`src/rtl/multibyte_add_ctrl_pkg.sv`:
```
// Shared definitions for the byte-serial multi-byte adder controller:
// FSM state encoding, default sizing constants and a byte-select helper.
package multibyte_add_ctrl_pkg;

  typedef enum logic [2:0] {
    S_IDLE  = 3'd0,
    S_ISSUE = 3'd1,
    S_WAIT  = 3'd2,
    S_GAP   = 3'd3,
    S_FIN   = 3'd4
  } state_t;

  localparam int NBYTES_DEFAULT  = 4;
  localparam int TIMEOUT_DEFAULT = 15;
  localparam int MAX_BYTES       = 8;

  // Pick byte i out of an operand zero-extended to the widest legal size.
  function automatic logic [7:0] byte_of(input logic [8*MAX_BYTES-1:0] v,
                                         input int unsigned i);
    return v[i*8 +: 8];
  endfunction

endpackage

```
`src/rtl/multibyte_add_ctrl.sv`:
```
// Byte-serial multi-byte adder controller. Feeds one byte pair at a time to
// an external 8-bit adder through the add_* handshake, ripples the carry
// between bytes and publishes {cout, sum} with a one-cycle done pulse.
// All outputs are registered; the async reset clears them immediately.
module multibyte_add_ctrl
  import multibyte_add_ctrl_pkg::*;
#(
  parameter int NBYTES  = NBYTES_DEFAULT,
  parameter int TIMEOUT = TIMEOUT_DEFAULT
) (
  input  logic                clk,
  input  logic                rst_n,
  input  logic                start,
  input  logic [8*NBYTES-1:0] opa,
  input  logic [8*NBYTES-1:0] opb,
  input  logic                cin,
  output logic                busy,
  output logic                done,
  output logic                err,
  output logic [8*NBYTES-1:0] sum,
  output logic                cout,
  output logic                add_en,
  output logic [7:0]          add_a,
  output logic [7:0]          add_b,
  output logic                add_cin,
  input  logic                add_ready,
  input  logic [7:0]          add_out,
  input  logic                add_cout
);

  localparam int W  = 8 * NBYTES;
  localparam int IW = (NBYTES > 1) ? $clog2(NBYTES) : 1;
  localparam logic [IW-1:0] LAST_IDX = IW'(NBYTES - 1);
  localparam logic [7:0]    TO_LAST  = 8'(TIMEOUT - 1);

  state_t        state_reg, state_next;
  logic [IW-1:0] idx_reg, idx_next;
  logic [IW-1:0] nidx;
  logic          carry_reg, carry_next;
  logic [7:0]    tcnt_reg, tcnt_next;
  logic [W-1:0]  opa_reg, opa_next;
  logic [W-1:0]  opb_reg, opb_next;
  logic [W-1:0]  res_reg, res_next;
  logic [W-1:0]  sum_reg, sum_next;
  logic          cout_reg, cout_next;
  logic          busy_reg, busy_next;
  logic          done_reg, done_next;
  logic          err_reg, err_next;
  logic          add_en_reg, add_en_next;
  logic [7:0]    add_a_reg, add_a_next;
  logic [7:0]    add_b_reg, add_b_next;
  logic          add_cin_reg, add_cin_next;

  assign nidx = idx_reg + 1'b1;

  // FSM state register
  always_ff @(posedge clk or negedge rst_n) begin
    if (!rst_n) begin
      state_reg <= S_IDLE;
    end else begin
      state_reg <= state_next;
    end
  end

  // Next-state and next-output logic; adder operands are loaded on the edge
  // that enters ISSUE so they are already valid during the ISSUE cycle.
  // The working carry is seeded with cin, so byte 0 and later bytes share it.
  always_comb begin
    state_next   = state_reg;
    idx_next     = idx_reg;
    carry_next   = carry_reg;
    tcnt_next    = tcnt_reg;
    opa_next     = opa_reg;
    opb_next     = opb_reg;
    res_next     = res_reg;
    sum_next     = sum_reg;
    cout_next    = cout_reg;
    busy_next    = busy_reg;
    done_next    = 1'b0;
    err_next     = 1'b0;
    add_en_next  = add_en_reg;
    add_a_next   = add_a_reg;
    add_b_next   = add_b_reg;
    add_cin_next = add_cin_reg;

    case (state_reg)
      S_IDLE: begin
        if (start) begin
          opa_next     = opa;
          opb_next     = opb;
          carry_next   = cin;
          idx_next     = '0;
          busy_next    = 1'b1;
          add_en_next  = 1'b1;
          add_a_next   = opa[7:0];
          add_b_next   = opb[7:0];
          add_cin_next = cin;
          state_next   = S_ISSUE;
        end
      end

      S_ISSUE: begin
        tcnt_next  = '0;
        state_next = S_WAIT;
      end

      S_WAIT: begin
        if (add_ready) begin
          res_next[idx_reg*8 +: 8] = add_out;
          carry_next  = add_cout;
          add_en_next = 1'b0;
          state_next  = S_GAP;
        end else if (tcnt_reg == TO_LAST) begin
          // Abandon the operation; the published sum/cout stay untouched.
          err_next    = 1'b1;
          busy_next   = 1'b0;
          add_en_next = 1'b0;
          state_next  = S_IDLE;
        end else begin
          tcnt_next = tcnt_reg + 8'd1;
        end
      end

      S_GAP: begin
        if (idx_reg == LAST_IDX) begin
          state_next = S_FIN;
        end else begin
          idx_next     = nidx;
          add_en_next  = 1'b1;
          add_a_next   = byte_of(64'(opa_reg), 32'(nidx));
          add_b_next   = byte_of(64'(opb_reg), 32'(nidx));
          add_cin_next = carry_reg;
          state_next   = S_ISSUE;
        end
      end

      S_FIN: begin
        sum_next   = res_reg;
        cout_next  = carry_reg;
        done_next  = 1'b1;
        busy_next  = 1'b0;
        state_next = S_IDLE;
      end

      default: begin
        state_next = S_IDLE;
      end
    endcase
  end

  // Datapath and output registers
  always_ff @(posedge clk or negedge rst_n) begin
    if (!rst_n) begin
      idx_reg     <= '0;
      carry_reg   <= 1'b0;
      tcnt_reg    <= '0;
      opa_reg     <= '0;
      opb_reg     <= '0;
      res_reg     <= '0;
      sum_reg     <= '0;
      cout_reg    <= 1'b0;
      busy_reg    <= 1'b0;
      done_reg    <= 1'b0;
      err_reg     <= 1'b0;
      add_en_reg  <= 1'b0;
      add_a_reg   <= '0;
      add_b_reg   <= '0;
      add_cin_reg <= 1'b0;
    end else begin
      idx_reg     <= idx_next;
      carry_reg   <= carry_next;
      tcnt_reg    <= tcnt_next;
      opa_reg     <= opa_next;
      opb_reg     <= opb_next;
      res_reg     <= res_next;
      sum_reg     <= sum_next;
      cout_reg    <= cout_next;
      busy_reg    <= busy_next;
      done_reg    <= done_next;
      err_reg     <= err_next;
      add_en_reg  <= add_en_next;
      add_a_reg   <= add_a_next;
      add_b_reg   <= add_b_next;
      add_cin_reg <= add_cin_next;
    end
  end

  assign busy    = busy_reg;
  assign done    = done_reg;
  assign err     = err_reg;
  assign sum     = sum_reg;
  assign cout    = cout_reg;
  assign add_en  = add_en_reg;
  assign add_a   = add_a_reg;
  assign add_b   = add_b_reg;
  assign add_cin = add_cin_reg;

endmodule

```
`config.mk`:
```
export PLATFORM = sky130hd
export DESIGN_NAME = multibyte_add_ctrl
export DESIGN_NICKNAME = d
export VERILOG_FILES = /design/src/rtl/multibyte_add_ctrl_pkg.sv /design/src/rtl/multibyte_add_ctrl.sv
export SDC_FILE = /design/constraint.sdc
export NUM_CORES = 1
export LEC_CHECK = 0
export ABC_AREA = 0
export CORE_MARGIN = 3
export CORE_UTILIZATION = 55
export CTS_BUF_LIST = sky130_fd_sc_hd__clkbuf_8
export DETAILED_ROUTE_END_ITERATION = 16
export PLACE_DENSITY = 0.83
export SLEW_MARGIN = 5
export SYNTH_ARGS = -nofsm -noshare
export SYNTH_HDL_FRONTEND = slang
export SYNTH_SLANG_ARGS = --single-unit
```
`constraint.sdc`:
```
create_clock -name clk -period 7.04 [get_ports clk]
set_clock_uncertainty 0.1 [all_clocks]
set_input_delay 1.056 -clock clk [delete_from_list [all_inputs] [get_ports clk]]
set_output_delay 1.056 -clock clk [all_outputs]
set_load 0.03 [all_outputs]
```
==> impl_metrics.env, run 1 <==
export IMPL_maxCapViolations=0
export IMPL_fp_coreArea_um2=12400
export IMPL_route_detailed_drc=0
export IMPL_synth_area_um2=7140
export IMPL_die_width_um=120
export IMPL_p_leak_uw=0.00377
export IMPL_grt_max_degree=95
export IMPL_synth_ff_type="dfrtp_1"
export IMPL_antenna_found_initial=0
export IMPL_cts_root_buffer="clkbuf_8"
export IMPL_fin_ws_ns=4.01
export IMPL_rsz0062_at_grt="false"
export IMPL_ys_seq_area_share_pct=57.5
export IMPL_worst_path_max_delay_cell="buf_4"
export IMPL_relSlewSlack_pct=26.4
export IMPL_ys_types=48
export IMPL_vdd_ir_drop_worst_mv=0.255
export IMPL_wl_mm=15.4
export IMPL_dp_hpwl_mm=10.8
export IMPL_die_area_um2=14400
export IMPL_postSynthCellCount=562
export IMPL_crit_fanout=66
export IMPL_synthToLayoutAreaGrowth_pct=24.3
export IMPL_grt_pass1_vias=4977
export IMPL_async_reset_ff_share_pct=100
export IMPL_postCtsSetupBuffers=0
export IMPL_worst_pin_slew_ns=1.09
export IMPL_drive_gt1_share_pct=23.1
export IMPL_cts_tree="yes"
export IMPL_final_cell_mix="164 x dfrtp_1, 130 x clkdlybuf4s50_1, 113 x nand2_1"
export IMPL_critPathKind="input pin to register"
export IMPL_cts_made_buffers=17
export IMPL_wl_per_cell_um=17.7
export IMPL_place_ws_ns=3.57
export IMPL_numPortBuffers=131
export IMPL_drtAntennaViolNets=0
export IMPL_fin_setup_tns_ns=0
export IMPL_fmax_ghz=0.330
export IMPL_ios=132
export IMPL_final_nets=775
export IMPL_diodes=0
export IMPL_placed_cells=838
export IMPL_cp_cell_sequence="clkdlybuf4s50_1 > nor4b_4 > buf_4 > o21bai_4 > nor2_1 > a31oi_1"
export IMPL_worstPathArrival_ns=3.28
export IMPL_holdCritPathClass="register to register"
export IMPL_power_density_nw_per_um2=386
export IMPL_cp_data_required_time_ns=7.29
export IMPL_clock_sinks=164
export IMPL_postSynthAreaPerCell_um2=12.7
export IMPL_synth_nets=648
export IMPL_grt_pass1_wl_mm=25.1
export IMPL_num_vias=4824
export IMPL_final_common_cell="dfrtp_1"
export IMPL_grt_overflow=0
export IMPL_rows=40
export IMPL_drv_slew=0
export IMPL_path_clk_slew_ns=0.08
export IMPL_die_h_um=120
export IMPL_ys_ff_latch=164
export IMPL_yosysWarningCount=0
export IMPL_min_period_ns=3.03
export IMPL_finalCritPeriodShare_pct=43.0
export IMPL_initial_utilization_pct=57.8
export IMPL_cts_resized=0
export IMPL_max_clock_path_buffers=2
export IMPL_outcome="complete, no violations"
export IMPL_worstSetupStartpointType="input pin"
export IMPL_globalRouteTotalUtil_pct=22.2
export IMPL_drtIter0Drc=261
export IMPL_firstDrtPassIters=4
export IMPL_finalSetupViolCount=0
export IMPL_routabilityCongestion=0.749
export IMPL_clk_latency_ns=0.44
export IMPL_layoutNonFillerInstCount=869
export IMPL_worstSetupEndpointType="register"
export IMPL_slowest_delay_ns=0.66
export IMPL_htreeDepth=4
export IMPL_vias_per_cell=5.55
export IMPL_holdBufCountCts=0
export IMPL_synth_edff_count=0
export IMPL_hold_viol_final=0
export IMPL_fill_cells=865
per-layer routing:
metal | up-vias | share of wire [%] | track usage, %
li1 | 2233 | - | -
met4 | 0 | 1.1 | 6.66
met3 | 17 | 6.5 | 6.55
met2 | 156 | 51 | 37.0
met1 | 2418 | 41 | 28.2
met5 | - | 0 | 0
worst max-delay path, delay by kind of cell:
family | cells | cell delay [ns]
simple gates | 2 | 0.30
buf+inv | 2 | 1.21
compound gates | 2 | 0.68
final cells by class:
class	instances	area (µm²)	area share (%)
sequential	164	4100	46.2
multi-input combinational	367	2870	32.3
timing repair buffer	135	1340	15.1
clock buffer	20	275	3.10
tap	168	210	2.37
clock inverter	11	66.3	0.747
inverter	4	15.0	0.169
worst paths after layout:
check	start	end	slack (ns)	cells past startpoint
min in group asynchronous	rst_n	state_reg[0]	0.57	1
min reg2reg	res_reg[13]	res_reg[13]	0.38	2
max	start	add_a[6]	4.01	6
max in group asynchronous	rst_n	add_a[4]	4.86	2
min	res_reg[13]	res_reg[13]	0.38	2
max reg2reg	state_reg[2]	add_a[6]	4.46	5
logic make-up (layout without fill, tap and decap cells):
group,after synthesis,count (layout),synth area share [%]
flops,164,164,57.5
buf+inv,31,170,2.52
compound gates,73,73,6.66
xor+xnor,2,2,0.245
mux,117,117,20.9
fa+ha+maj,8,8,1.40
simple gates,167,167,10.8
power by group:
part	leakage, µW	total (µW)	internal [µW]	switching, µW
Combinational	0.00153	1340	678	664
Clock	0.000174	589	264	325
Sequential	0.00207	1500	1270	223
Total	0.00377	3430	2220	1210
synthesized netlist by cell type (all sizes together), types with 2 or more instances:
library cell | count | area [µm²]
nand2 | 113 | 424
clkbuf | 2 | 7.51
o21ai | 39 | 195
buf | 25 | 158
nor3b | 5 | 63.8
nor2 | 28 | 105
mux2i | 3 | 30.0
ha | 8 | 100
xnor2 | 2 | 17.5
and2 | 2 | 12.5
dfrtp | 164 | 4100
nor3 | 2 | 15.0
mux2 | 98 | 1100
a21oi | 4 | 20.0
nand2b | 2 | 12.5
a22o | 2 | 18.8
nor4b | 2 | 23.8
mux4 | 16 | 360
a31oi | 17 | 106
inv | 4 | 15.0
nand3 | 5 | 25.0
through the flow:
step | util [%] | hold slack [ns] | power (µW) | cell area (µm²)
finish | 71.8 | 0.381 | 3430 | 8880
global route | 71.8 | 0.416 | 3640 | 8880
CTS | 71.8 | 0.383 | 3450 | 8880
detailed placement | 69.1 | 0.365 | 2860 | 8540
global placement | 69.1 | 0.359 | 2780 | 8540
floorplan | - | 0.336 | 2440 | 7140
(Power assumes the default switching activity.)
==> run 2: changes to the inputs <==
Settings changed: CORE_UTILIZATION 55 to 54, PLACE_DENSITY 0.83 to 0.82.
Clock period 7.04 ns to 2.8 ns, I/O delays scaled along.
==> run 2 against run 1 <==
Against the previous run:
- count of clock-buffer cells in the layout up 1
- utilization shrank 0.78 points
- register-to-register slack got worse by 3.8 ns
- non-clock buffer count rose by 6
- sequential power grew 150%
- routed wire length decreased by 1.1%
- first-iteration DRC count fell by 7.3%
- critical path depth did not move
- die area rose by 1.8%
- critical path type is now register to register
- via count up 0.37%
- final area increased by 2.2%
- cell count increased by 1.3%
==> impl_metrics.env, run 2 (synthesis gave the netlist of run 1 again) <==
export IMPL_outcome="complete, no violations"
export IMPL_power_density_nw_per_um2=1000
export IMPL_ff2ff_setup_slack_ns=0.63
export IMPL_firstDrtPassIters=4
export IMPL_finalCritPeriodShare_pct=77.3
export IMPL_drtAntennaViolNets=0
export IMPL_initial_utilization_pct=55.9
export IMPL_wl_per_cell_um=17.3
export IMPL_final_cell_area_um2=9080
export IMPL_die_area_um2=14600
export IMPL_ios=132
export IMPL_routabilityCongestion=0.852
export IMPL_num_vias=4842
export IMPL_final_cell_mix="164 x dfrtp_1, 130 x clkdlybuf4s50_1, 113 x nand2_1"
export IMPL_worstSetupEndpointType="register"
export IMPL_rows=41
export IMPL_grt_max_degree=82
export IMPL_rsz0062_at_grt="false"
export IMPL_crit_fanout=15
export IMPL_fmax_ghz=0.462
export IMPL_slowest_delay_ns=0.48
export IMPL_max_clock_path_buffers=2
export IMPL_die_width_um=121
export IMPL_relSlewSlack_pct=35.8
export IMPL_die_h_um=121
export IMPL_route_detailed_drc=0
export IMPL_htreeDepth=4
export IMPL_clk_latency_ns=0.45
export IMPL_antenna_found_initial=0
export IMPL_reg2reg_from="idx_reg[0]"
export IMPL_vias_per_cell=5.50
export IMPL_worst_pin_slew_ns=0.950
export IMPL_fin_setup_tns_ns=0
export IMPL_grt_overflow=0
export IMPL_cts_resized=0
export IMPL_min_period_ns=2.17
export IMPL_final_nets=781
export IMPL_worstPathArrival_ns=2.35
export IMPL_numPortBuffers=131
export IMPL_maxCapViolations=0
export IMPL_path_clk_slew_ns=0.09
export IMPL_fp_coreArea_um2=12800
export IMPL_cp_cell_sequence="inv_1 > ha_1 > buf_4 > mux4_2 > nand2_1 > a31oi_1"
export IMPL_critPathKind="register to register"
export IMPL_placed_cells=847
export IMPL_reg2regPathDepth=6
export IMPL_clock_sinks=164
export IMPL_drv_slew=0
export IMPL_cts_made_buffers=17
export IMPL_finalSetupViolCount=0
export IMPL_grt_pass1_wl_mm=25.1
export IMPL_drtIter0Drc=242
export IMPL_p_leak_uw=0.00386
export IMPL_grt_pass1_vias=5083
export IMPL_drive_gt1_share_pct=24.3
export IMPL_holdCritPathClass="input pin to async pin"
export IMPL_final_common_cell="dfrtp_1"
export IMPL_vdd_ir_drop_worst_mv=0.750
export IMPL_hold_viol_final=0
export IMPL_cts_root_buffer="clkbuf_8"
export IMPL_synthToLayoutAreaGrowth_pct=27.1
export IMPL_cp_data_required_time_ns=2.98
export IMPL_diodes=0
export IMPL_placed_cell_area_um2=8610
export IMPL_dp_hpwl_mm=10.7
export IMPL_final_util_pct=71.1
export IMPL_layoutNonFillerInstCount=880
export IMPL_worst_path_max_delay_cell="ha_1"
export IMPL_worstSetupStartpointType="register"
export IMPL_wl_mm=15.2
export IMPL_cts_tree="yes"
export IMPL_worstReg2RegEnd="add_a[0]"
export IMPL_globalRouteTotalUtil_pct=22.1
==> run 2: changes by cell type in the layout (fill, tap and decap cells not counted), moves of 2 or more <==
cell        change
buf_4           +3
buf_12          +2
inv_1           -4
bufinv_16       +4
clkinvlp_4      -3
==> run 2: critical path, delay by kind of cell, from the launching register on <==
kind,cells,cell delay (ns)
adders and majority gates,1,0.48
buffers and inverters,2,0.47
DFF,1,0.40
muxes,1,0.34
and+or+nand+nor,1,0.10
AOI/OAI and AO/OA,1,0.10
==> run 2: final cells by class <==
type / count / area, µm²
inverter: 4 / 15.0
timing repair buffer: 141 / 1420
clock inverter: 11 / 171
fill: 880 / 3700
tap: 172 / 215
multi-input combinational: 367 / 2870
sequential: 164 / 4100
clock buffer: 21 / 289
==> run 2: report_power, final <==
group          internal, µW  switching [µW]
sequential             3200             549
combinational          1740            1680
clock                  1070             862
total                  6010            3090
==> run 2: through the flow <==
| stage | total power [µW] | worst slack [ns] | hold WS (ns) |
|---|---|---|---|
| floorplan | 6130 | 0.475 | 0.0244 |
| global placement | 7040 | 0.496 | 0.302 |
| detailed placement | 7230 | 0.436 | 0.310 |
| CTS | 9170 | 0.647 | 0.387 |
| global route | 9650 | 0.426 | 0.412 |
| finish | 9110 | 0.635 | 0.388 |
==> run 2: repair_timing <==
action | CTS | global route
endpoints found under the hold margin | 54 | 0
hold buffers | 1 | 0
setup buffers | 0 | 0
==> run 2: metal layers <==
metal / global-route usage, % / vias to the layer above / share of wire (%)
met5: 0 / - / 0
met4: 8.92 / 0 / 2.1
met3: 6.76 / 26 / 7.1
met2: 36.4 / 148 / 49
met1: 27.4 / 2431 / 42
li1: - / 2237 / -
==> run 2: how the worst max path moves through the flow <==
stage / startpoint / depth (start not counted) / end / slack, ns
final: idx_reg[0] / 6 / add_a[0] / 0.63
after global routing: tcnt_reg[0] / 6 / tcnt_reg[0] / 0.43
after CTS: idx_reg[0] / 6 / add_a[0] / 0.65
after detailed placement: start / 4 / opb_reg[13] / 0.44
after global placement: start / 4 / opb_reg[14] / 0.50
after floorplan: idx_reg[0] / 8 / res_reg[10] / 0.47
